File: config.mk
export PLATFORM = sky130hd
export DESIGN_NAME = seq_detector_param_flat
export DESIGN_NICKNAME = d
export VERILOG_FILES = /design/src/rtl/seq_detector_param_if.sv /design/src/rtl/seq_detector_param.sv /design/src/flat_wrapper.sv
export SDC_FILE = /design/constraint.sdc
export NUM_CORES = 1
export LEC_CHECK = 0
export CORE_MARGIN = 2
export CORE_UTILIZATION = 42
export CTS_CLUSTER_SIZE = 10
export DETAILED_ROUTE_END_ITERATION = 12
export PLACE_DENSITY = 0.72
export SYNTH_ARGS = -nofsm -noshare
export SYNTH_HDL_FRONTEND = slang
export SYNTH_SLANG_ARGS = --single-unit
File: constraint.sdc
create_clock -name clk -period 1.9 [get_ports clk]
set_input_delay 0.285 -clock clk [delete_from_list [all_inputs] [get_ports clk]]
set_output_delay 0.285 -clock clk [all_outputs]
set_load 0.01 [all_outputs]
File: src/rtl/seq_detector_param_if.sv
// Serial bit stream in, detector status out.
// The source side drives din/din_valid/clear and the detector drives the status signals back.
interface seq_detector_param_if #(
    parameter int unsigned PAT_W = 4,
    parameter int unsigned CNT_W = 8
);
    localparam int unsigned FILL_W = $clog2(PAT_W + 1);

    logic              din_valid;
    logic              din;
    logic              clear;
    logic              match;
    logic [FILL_W-1:0] fill;
    logic [CNT_W-1:0]  match_cnt;
    logic              cnt_ovf;

    modport master (
        output din_valid, din, clear,
        input  match, fill, match_cnt, cnt_ovf
    );

    modport slave (
        input  din_valid, din, clear,
        output match, fill, match_cnt, cnt_ovf
    );
endinterface

File: src/rtl/seq_detector_param.sv
// Masked sliding-window pattern detector with overlap/non-overlap restart,
// a saturating match counter and a sticky overflow flag.
module seq_detector_param #(
    parameter int unsigned      PAT_W   = 4,
    parameter logic [PAT_W-1:0] PATTERN = 4'b1101,
    parameter logic [PAT_W-1:0] MASK    = '1,
    parameter bit               OVERLAP = 1'b1,
    parameter int unsigned      CNT_W   = 8
) (
    input logic                clk,
    input logic                rst,
    seq_detector_param_if.slave bus
);
    localparam int unsigned FILL_W = $clog2(PAT_W + 1);
    localparam logic [FILL_W-1:0] FILL_FULL = FILL_W'(PAT_W);

    logic [PAT_W-1:0]  window;
    logic [FILL_W-1:0] fill;
    logic              match;
    logic [CNT_W-1:0]  match_cnt;
    logic              cnt_ovf;

    logic [PAT_W-1:0]  nxt;
    logic [FILL_W-1:0] nfill;
    logic              hit;

    always_comb begin
        nxt   = {window[PAT_W-2:0], bus.din};
        nfill = (fill == FILL_FULL) ? fill : fill + FILL_W'(1);
        hit   = bus.din_valid && (nfill == FILL_FULL) &&
                (((nxt ^ PATTERN) & MASK) == '0);
    end

    // clear and rst share one path, so a completing bit in a clear cycle is dropped
    always_ff @(posedge clk) begin
        if (rst || bus.clear) begin
            window    <= '0;
            fill      <= '0;
            match     <= 1'b0;
            match_cnt <= '0;
            cnt_ovf   <= 1'b0;
        end else begin
            match <= hit;
            if (bus.din_valid) begin
                window <= nxt;
                fill   <= (hit && !OVERLAP) ? '0 : nfill;
            end
            if (hit) begin
                if (match_cnt != '1)
                    match_cnt <= match_cnt + CNT_W'(1);
                else
                    cnt_ovf <= 1'b1;
            end
        end
    end

    assign bus.match     = match;
    assign bus.fill      = fill;
    assign bus.match_cnt = match_cnt;
    assign bus.cnt_ovf   = cnt_ovf;
endmodule
File: src/flat_wrapper.sv
// flat-port wrapper written by rule: the top's interface ports become plain ports
module seq_detector_param_flat 
#(
    parameter int unsigned      PAT_W   = 4,
    parameter logic [PAT_W-1:0] PATTERN = 4'b1101,
    parameter logic [PAT_W-1:0] MASK    = '1,
    parameter bit               OVERLAP = 1'b1,
    parameter int unsigned      CNT_W   = 8
)
  (clk, rst, bus_din_valid, bus_din, bus_clear, bus_match, bus_fill, bus_match_cnt, bus_cnt_ovf);
  seq_detector_param_if #(.PAT_W(PAT_W), .CNT_W(CNT_W)) bus_i ();
  input logic clk;
  input logic rst;
  input wire logic [$bits(bus_i.din_valid)-1:0] bus_din_valid;
  input wire logic [$bits(bus_i.din)-1:0] bus_din;
  input wire logic [$bits(bus_i.clear)-1:0] bus_clear;
  output wire logic [$bits(bus_i.match)-1:0] bus_match;
  output wire logic [$bits(bus_i.fill)-1:0] bus_fill;
  output wire logic [$bits(bus_i.match_cnt)-1:0] bus_match_cnt;
  output wire logic [$bits(bus_i.cnt_ovf)-1:0] bus_cnt_ovf;
  assign bus_i.din_valid = bus_din_valid;
  assign bus_i.din = bus_din;
  assign bus_i.clear = bus_clear;
  assign bus_match = bus_i.match;
  assign bus_fill = bus_i.fill;
  assign bus_match_cnt = bus_i.match_cnt;
  assign bus_cnt_ovf = bus_i.cnt_ovf;
  seq_detector_param #(.PAT_W(PAT_W), .PATTERN(PATTERN), .MASK(MASK), .OVERLAP(OVERLAP), .CNT_W(CNT_W)) u_core (.clk(clk), .rst(rst), .bus(bus_i));
endmodule
==> summary.md, run 1 <==
| Metric | Value |
|---|---|
| Status | `completed` |
| CP arrival | `2070 ps` |
| Fillers | `168` |
| Placed insts | `131` |
| Worst r2r path cells | `7` |
| Diode count | `0` |
| I/O Buffers | `17` |
| Grt ovf | `0` |
| Mean Syn Cell Area | `9.19 sq um` |
| Most common cell in the synthesized netlist | `dfxtp_1` |
| Global-route wire length before repair | `2390 um` |
| Worst vdd ir | `411 uV` |
| Iteration-0 DRC Markers | `2` |
| Placeable Area | `0.00173 sq mm` |
| R2R Path Start | `u_core.bus.fill[0]$_SDFFE_PP0P_` |
| Finished Layout Cells | `136` |
| Worst Hold Depth | `2` |
| Largest net degree at the start of global routing | `17` |
| Area growth syn-to-layout | `41.3%` |
| Post-synth net total | `92` |
| Via count | `676` |
| Synthesis Warnings | `0` |
| Hold Path Origin | `u_core.bus.cnt_ovf$_SDFFE_PP0P_` |
| Drt total wl | `1540 um` |
| Setup CP Type | `register to register` |
| Most instantiated cells after synthesis | `dfxtp_1 (16), nor2_1 (11), a21oi_1 (5), inv_1 (5), mux2i_1 (5)` |
| Compound-cell area share of the yosys netlist | `12.5%` |
| Post-synthesis cell type count | `28` |
| TritonCTS clock tree | `built` |
| Worst-margin pin slew | `314 ps` |
| Tightest Hold Check Type | `register to register` |
| Clock sinks | `16` |
| Overall routing resource usage | `15.8%` |
| Die width | `46.9 um` |
| Seq cells post-synth | `16` |
| Synth Cell Area | `772 sq um` |
| Final hold vios | `0` |
| FP Rows | `15` |
| WL/cell | `11.3 um` |
| Post-route ant nets | `0` |
| Clk pin slew, worst setup/hold paths | `90 ps` |
| Main combinational cell family by area after synthesis | `simple AND/OR/NAND/NOR gates` |
| Fin worst setup slack | `54.5 ps` |
| Yosys top cell area share | `41.5%` |
| EDFF count, synth | `0` |
| Relative slew slack | `79.1%` |
| Leading area contributor after synthesis | `dfxtp_1` |
| Final min period | `1850 ps` |
| Seq/Total Area, Yosys | `41.5%` |
| CTS Hold Bufs | `0` |
| Residual DRC | `0` |
| Gpl congestion | `0.748` |
| Setup Skew | `3.40 ps` |
| Layout cells sized above 1 | `26.1%` |
| Worst Setup Start Kind | `register` |
| CTS Buffer Depth | `2` |
| Leak | `0.404 nW` |
| Hold Path End | `u_core.bus.cnt_ovf$_SDFFE_PP0P_` |
| Io pins | `18` |
| RSZ-0062 raised after global routing | `true` |
| Die ar. | `0.00220 sq mm` |
| Post-Synth Adder-Cell Area | `4.86%` |
| Worst slack, placed | `-44.5 ps` |
| Post-synth top flop | `dfxtp_1` |
| Mux contribution to synthesized area | `6.48%` |
| Vias in the first global route | `570` |
| Max Fclk | `542 MHz` |
| Initial antenna violation count | `0` |
| Xor-xnor portion of the synthesized cell area | `4.54%` |
| DR pass1 iterations | `3` |
| Nets | `120` |
| PwrDens | `521 mW/mm^2` |
| Gate Count Post-Synth | `84` |
| Simple-gate share of the synthesized area | `25.8%` |
| Routed vias/inst | `4.97` |
| H-tree level count | `1` |
| CP endpoint kind | `register` |
| R2R Path End | `u_core.bus.match_cnt[7]$_SDFFE_PP0P_` |
| Initial Util | `44.7%` |
| Final Setup Violations | `0` |
| Critical Path Fanout Max | `3` |
| Number of CTS-inserted buffers | `3` |
| Die span in y | `46.9 um` |
| Top post-synthesis cells by area | `dfxtp_1 (41%), mux2i_1 (6.5%), nor2_1 (5.3%)` |
| MaxCap Viol Count | `0` |
| Skew-Pair Late Insertion Delay | `280 ps` |
| FFs w/ async S/R, synth | `0%` |
| CTS root buffer | `clkbuf_4` |
| Count of pins over their slew limit | `0` |
| Worst Path Required | `2120 ps` |
| Post-DP HPWL | `1130 um` |
| Layout Utilization | `63.2%` |
| Flop2flop setup slack | `50 ps` |
| Post-route clock period utilization | `97.1%` |
[cells in the final DEF (no fill, tap or decap), drive strengths merged, types with 3 or more instances in the layout]
master / count
nand3: 4
ha: 3
clkdlybuf4s50: 17
dfxtp: 16
mux2i: 5
buf: 9
inv: 5
a21oi: 5
or3: 3
xor2: 3
nand4: 3
nor2: 11
o21ai: 4
nand2: 3
clkbuf: 4
[layout make-up]
class | count | area (sq um) | share of cell area (%)
inverters | 5 | 21.3 | 1.95
repair buffers | 26 | 238 | 21.8
flip-flops and latches | 16 | 325 | 29.8
well taps | 25 | 31.3 | 2.87
clock buffers | 4 | 26.3 | 2.41
multi-input cells | 60 | 449 | 41.2
[per-stage QoR]
step | setup TNS (ps) | hold slack [ps] | power [mW] | cell area (sq um)
final | 0 | 484 | 0.569 | 1090
after global routing | -168 | 519 | 0.594 | 1090
after CTS | 0 | 490 | 0.570 | 1050
after detailed placement | -103 | 469 | 0.390 | 1030
after global placement | -17.5 | 451 | 0.389 | 1030
after floorplan | -155 | 432 | 0.373 | 782
[worst max-delay path: stages (launching register included)]
cell	delay, ps
dfxtp_4	370
inv_4	40
ha_4	200
nand4b_1	200
a211oi_2	310
nand4_1	170
or3_1	390
a21oi_2	110
[flip-flops by register name, indices dropped and copies added, names as in the netlist]
name / cells
u_core.window: 3
u_core.bus.cnt_ovf: 1
u_core.bus.match_cnt: 8
u_core.bus.match: 1
u_core.bus.fill: 3
[power by group]
group	total (mW)	leakage [nW]	switching, mW	internal [mW]
combinational	0.0462	0.259	0.0205	0.0257
sequential	0.340	0.130	0.00273	0.337
clock	0.183	0.0150	0.101	0.0815
[layer usage]
layer	vias up	global-route usage (%)	wire length, um
met5	-	0	0
li1	348	-	-
met2	13	24.1	771
met4	0	8.33	29
met1	310	20.1	673
met3	5	4.62	61
[how the worst max path moves through the flow]
| stage | slack [ps] | cells past startpoint | from | to |
|---|---|---|---|---|
| after floorplan | -70 | 7 | u_core.bus.fill[1]$_SDFFE_PP0P_ | u_core.bus.match_cnt[5]$_SDFFE_PP0P_ |
| after global placement | -20 | 6 | bus_din | u_core.bus.match_cnt[5]$_SDFFE_PP0P_ |
| after detailed placement | -40 | 6 | bus_din | u_core.bus.match_cnt[5]$_SDFFE_PP0P_ |
| after CTS | 30 | 7 | u_core.bus.fill[0]$_SDFFE_PP0P_ | u_core.bus.match_cnt[7]$_SDFFE_PP0P_ |
| after global routing | -80 | 7 | u_core.bus.fill[1]$_SDFFE_PP0P_ | u_core.bus.match_cnt[7]$_SDFFE_PP0P_ |
| final | 50 | 7 | u_core.bus.fill[0]$_SDFFE_PP0P_ | u_core.bus.match_cnt[7]$_SDFFE_PP0P_ |
[kinds of logic (layout without fill, tap and decap cells)]
family / count (synthesis) / after routing
AND/OR/NAND/NOR: 34 / 34
flip-flops: 16 / 16
AO/OA/AOI/OAI: 14 / 14
buffers and inverters: 8 / 35
multiplexers: 5 / 5
XOR/XNOR: 4 / 4
adder cells (fa/ha/maj): 3 / 3
[what timing repair did]
item / CTS / global route
gates resized for setup: 0 / 11
setup buffers: 0 / 1
endpoints found under the setup margin: 3 / 4
pin swaps: 3 / 5
No activity file was read; power rests on OpenSTA's default activity.
==> run 2: changes to the inputs <==
Settings changed: CORE_UTILIZATION 42 to 47, PLACE_DENSITY 0.72 to not set, PLACE_DENSITY_LB_ADDON set to 0.2.
Clock period 1.9 ns to 2.1 ns, I/O delays scaled along.
==> summary.md, run 2 (synthesis gave the netlist of run 1 again) <==
| Metric | Value |
|---|---|
| DR pass1 iterations | `4 (was 3)` |
| Max Fclk | `496 MHz (was 542 MHz)` |
| Fillers | `134 (was 168)` |
| M3 GR Usage | `6.12% (was 4.62%)` |
| Switching part of the total power | `20.8% (was 21.9%)` |
| CP arrival | `2240 ps (was 2070 ps)` |
| Status | `completed (unchanged)` |
| Multi-input gate area | `447 sq um (was 449 sq um)` |
| Flop2flop setup slack | `80 ps (was 50 ps)` |
| Area growth syn-to-layout | `36.6% (was 41.3%)` |
| R2R Path Start | `u_core.bus.fill[0]$_SDFFE_PP0P_ (unchanged)` |
| Iteration-0 DRC Markers | `7 (was 2)` |
| CP Cell Sequence | `inv_2 > ha_4 > nand4b_1 > a211oi_2 > nand4_1 > or3_1 > a21oi_2 (was inv_4 > ha_4 > nand4b_1 > a211oi_2 > nand4_1 > or3_1 > a21oi_2)` |
| PwrDens | `517 mW/mm^2 (was 521 mW/mm^2)` |
| Grt ovf | `0 (unchanged)` |
| Worst vdd ir | `379 uV (was 411 uV)` |
| Clk pin slew, worst setup/hold paths | `80 ps (was 90 ps)` |
| R2R Path End | `u_core.bus.match_cnt[7]$_SDFFE_PP0P_ (unchanged)` |
| Leak | `0.393 nW (was 0.404 nW)` |
| Setup Skew | `4.23 ps (was 3.40 ps)` |
| Slowest-stage cell, CP | `or3_1 (unchanged)` |
| Leading cell types in the layout, fill and taps excluded | `clkdlybuf4s50_1 (17), dfxtp_1 (14), nor2_1 (11) (unchanged)` |
| GR Util met2 | `25.2% (was 24.1%)` |
| Worst Path Required | `2320 ps (was 2120 ps)` |
| TritonCTS clock tree | `built (unchanged)` |
| Count of pins over their slew limit | `0 (unchanged)` |
| I/O Buffers | `17 (unchanged)` |
| Internal | `432 uW (was 444 uW)` |
| Clk network pwr share | `36.4% (was 32.2%)` |
| Routed vias/inst | `5.54 (was 4.97)` |
| GRT met1 Usage | `21.6% (was 20.1%)` |
| Post-route clock period utilization | `96.0% (was 97.1%)` |
| Clock sinks | `16 (unchanged)` |
| CP max stage delay | `420 ps (was 390 ps)` |
| Post-DP HPWL | `1090 um (was 1130 um)` |
| Largest net degree at the start of global routing | `17 (unchanged)` |
| Critical Path Fanout Max | `5 (was 3)` |
| Relative slew slack | `77.2% (was 79.1%)` |
| CTS Buffer Depth | `2 (unchanged)` |
| Setup CP Type | `register to register (unchanged)` |
| Io pins | `18 (unchanged)` |
| Initial antenna violation count | `0 (unchanged)` |
| Diode count | `0 (unchanged)` |
| Comb power frac | `7.2% (was 8.1%)` |
| CP endpoint kind | `register (unchanged)` |
| Final hold vios | `0 (unchanged)` |
| Seq pwr share | `56.5% (was 59.7%)` |
| Die ar. | `0.00198 sq mm (was 0.00220 sq mm)` |
| Crit path to | `u_core.bus.match_cnt[7]$_SDFFE_PP0P_ (unchanged)` |
| Die width | `44.5 um (was 46.9 um)` |
| Nets | `116 (was 120)` |
| Layout Utilization | `69.2% (was 63.2%)` |
| Via count | `681 (was 676)` |
| CP Buf/Inv Count | `1 (unchanged)` |
| Worst r2r path cells | `7 (unchanged)` |
| Layout cells sized above 1 | `22.4% (was 26.1%)` |
| Final min period | `2020 ps (was 1850 ps)` |
| MaxCap Viol Count | `0 (unchanged)` |
| Final Setup Violations | `0 (unchanged)` |
| Psw | `114 uW (was 125 uW)` |
| Gpl congestion | `0.788 (was 0.748)` |
| Global-route wire length before repair | `2390 um (unchanged)` |
| Delay-heaviest family, CP | `simple AND/OR/NAND/NOR gates (unchanged)` |
| Drt total wl | `1560 um (was 1540 um)` |
| FP Rows | `14 (was 15)` |
| Final hold slack | `484 ps (about the same)` |
| Worst Setup Start Kind | `register (unchanged)` |
| Busiest grt layer | `met2 (unchanged)` |
| Number of CTS-inserted buffers | `3 (unchanged)` |
| Top flop regs | `u_core.bus.match_cnt: 8 flops, u_core.bus.fill: 3 flops, u_core.window: 3 flops (unchanged)` |
| Initial Util | `50.7% (was 44.7%)` |
| CTS root buffer | `clkbuf_4 (unchanged)` |
| H-tree level count | `1 (unchanged)` |
| Overall routing resource usage | `16.8% (was 15.8%)` |
| Number of flip-flops in the largest register | `8 (unchanged)` |
| Tightest Hold Check Type | `register to register (unchanged)` |
| Post-route ant nets | `0 (unchanged)` |
| Stages on the worst setup path | `7 (unchanged)` |
| WL/cell | `12.7 um (was 11.3 um)` |
| Skew-Pair Late Insertion Delay | `280 ps (about the same)` |
| Die span in y | `44.5 um (was 46.9 um)` |
| Placeable Area | `0.00152 sq mm (was 0.00173 sq mm)` |
| CTS Hold Bufs | `0 (unchanged)` |
| Leading cell type in the layout, fill and taps excluded | `clkdlybuf4s50_1 (unchanged)` |
| Reg with most FFs | `u_core.bus.match_cnt (unchanged)` |
| Beginning of the critical path | `u_core.bus.fill[0]$_SDFFE_PP0P_ (unchanged)` |
| Sequential cell area | `325 sq um (unchanged)` |
| Vias in the first global route | `562 (was 570)` |
| Worst-margin pin slew | `342 ps (was 314 ps)` |
| Residual DRC | `0 (unchanged)` |
-- run 2: area by class of cell --
cell class	count	share of cell area [%]
inverter	5	1.78
sequential	16	30.8
multi-input combinational	60	42.3
clock buffer	4	3.44
tap	16	1.90
timing repair buffer	22	19.7
-- run 2: tightest hold or removal path, cell delays in order (launching register included) --
cell     delay (ps)
dfxtp_1         340
a21oi_1          40
nor2_1           70
-- run 2: worst min-delay path by stage --
stage,startpoint,end,cells after the start
5_1_grt,u_core.bus.cnt_ovf$_SDFFE_PP0P_,u_core.bus.cnt_ovf$_SDFFE_PP0P_,2
6_report,u_core.bus.cnt_ovf$_SDFFE_PP0P_,u_core.bus.cnt_ovf$_SDFFE_PP0P_,2
2_1_floorplan,u_core.window[2]$_SDFFE_PP0P_,u_core.window[2]$_SDFFE_PP0P_,2
4_1_cts,u_core.bus.cnt_ovf$_SDFFE_PP0P_,u_core.bus.cnt_ovf$_SDFFE_PP0P_,2
3_5_place_dp,u_core.bus.cnt_ovf$_SDFFE_PP0P_,u_core.bus.cnt_ovf$_SDFFE_PP0P_,2
3_3_place_gp,u_core.bus.cnt_ovf$_SDFFE_PP0P_,u_core.bus.cnt_ovf$_SDFFE_PP0P_,2
-- run 2: stage by stage --
stage	total power [mW]	area (sq um)	setup slack, ps	TNS (ps)	instances
2_1_floorplan	0.338	772	115	0	84
5_1_grt	0.566	1050	-20.6	-20.6	123
3_3_place_gp	0.350	970	103	0	117
6_report	0.545	1050	84.4	0	123
3_5_place_dp	0.351	970	64.5	0	117
4_1_cts	0.549	1010	16.0	0	121
-- run 2: per-layer routing --
| layer | up-vias | share of wire (%) | wire, um |
|---|---|---|---|
| met5 | - | 0 | 0 |
| met1 | 323 | 45 | 698 |
| li1 | 339 | - | - |
| met2 | 17 | 50 | 780 |
| met3 | 2 | 4.1 | 64 |
| met4 | 0 | 0.83 | 13 |
-- run 2: repair_timing --
action / in CTS / in global routing
endpoints found under the setup margin: 0 / 3
hold endpoints to repair: 0 / 0
gates resized for setup: 0 / 10
setup buffers: 0 / 2
-- run 2: power by group through the flow --
stage	clock, mW	sequential [mW]	combinational [mW]
floorplan	0	0.315	0.0224
global placement	0	0.315	0.0354
detailed placement	0	0.315	0.0361
CTS	0.204	0.308	0.0361
global route	0.215	0.309	0.0428
finish	0.198	0.308	0.0392
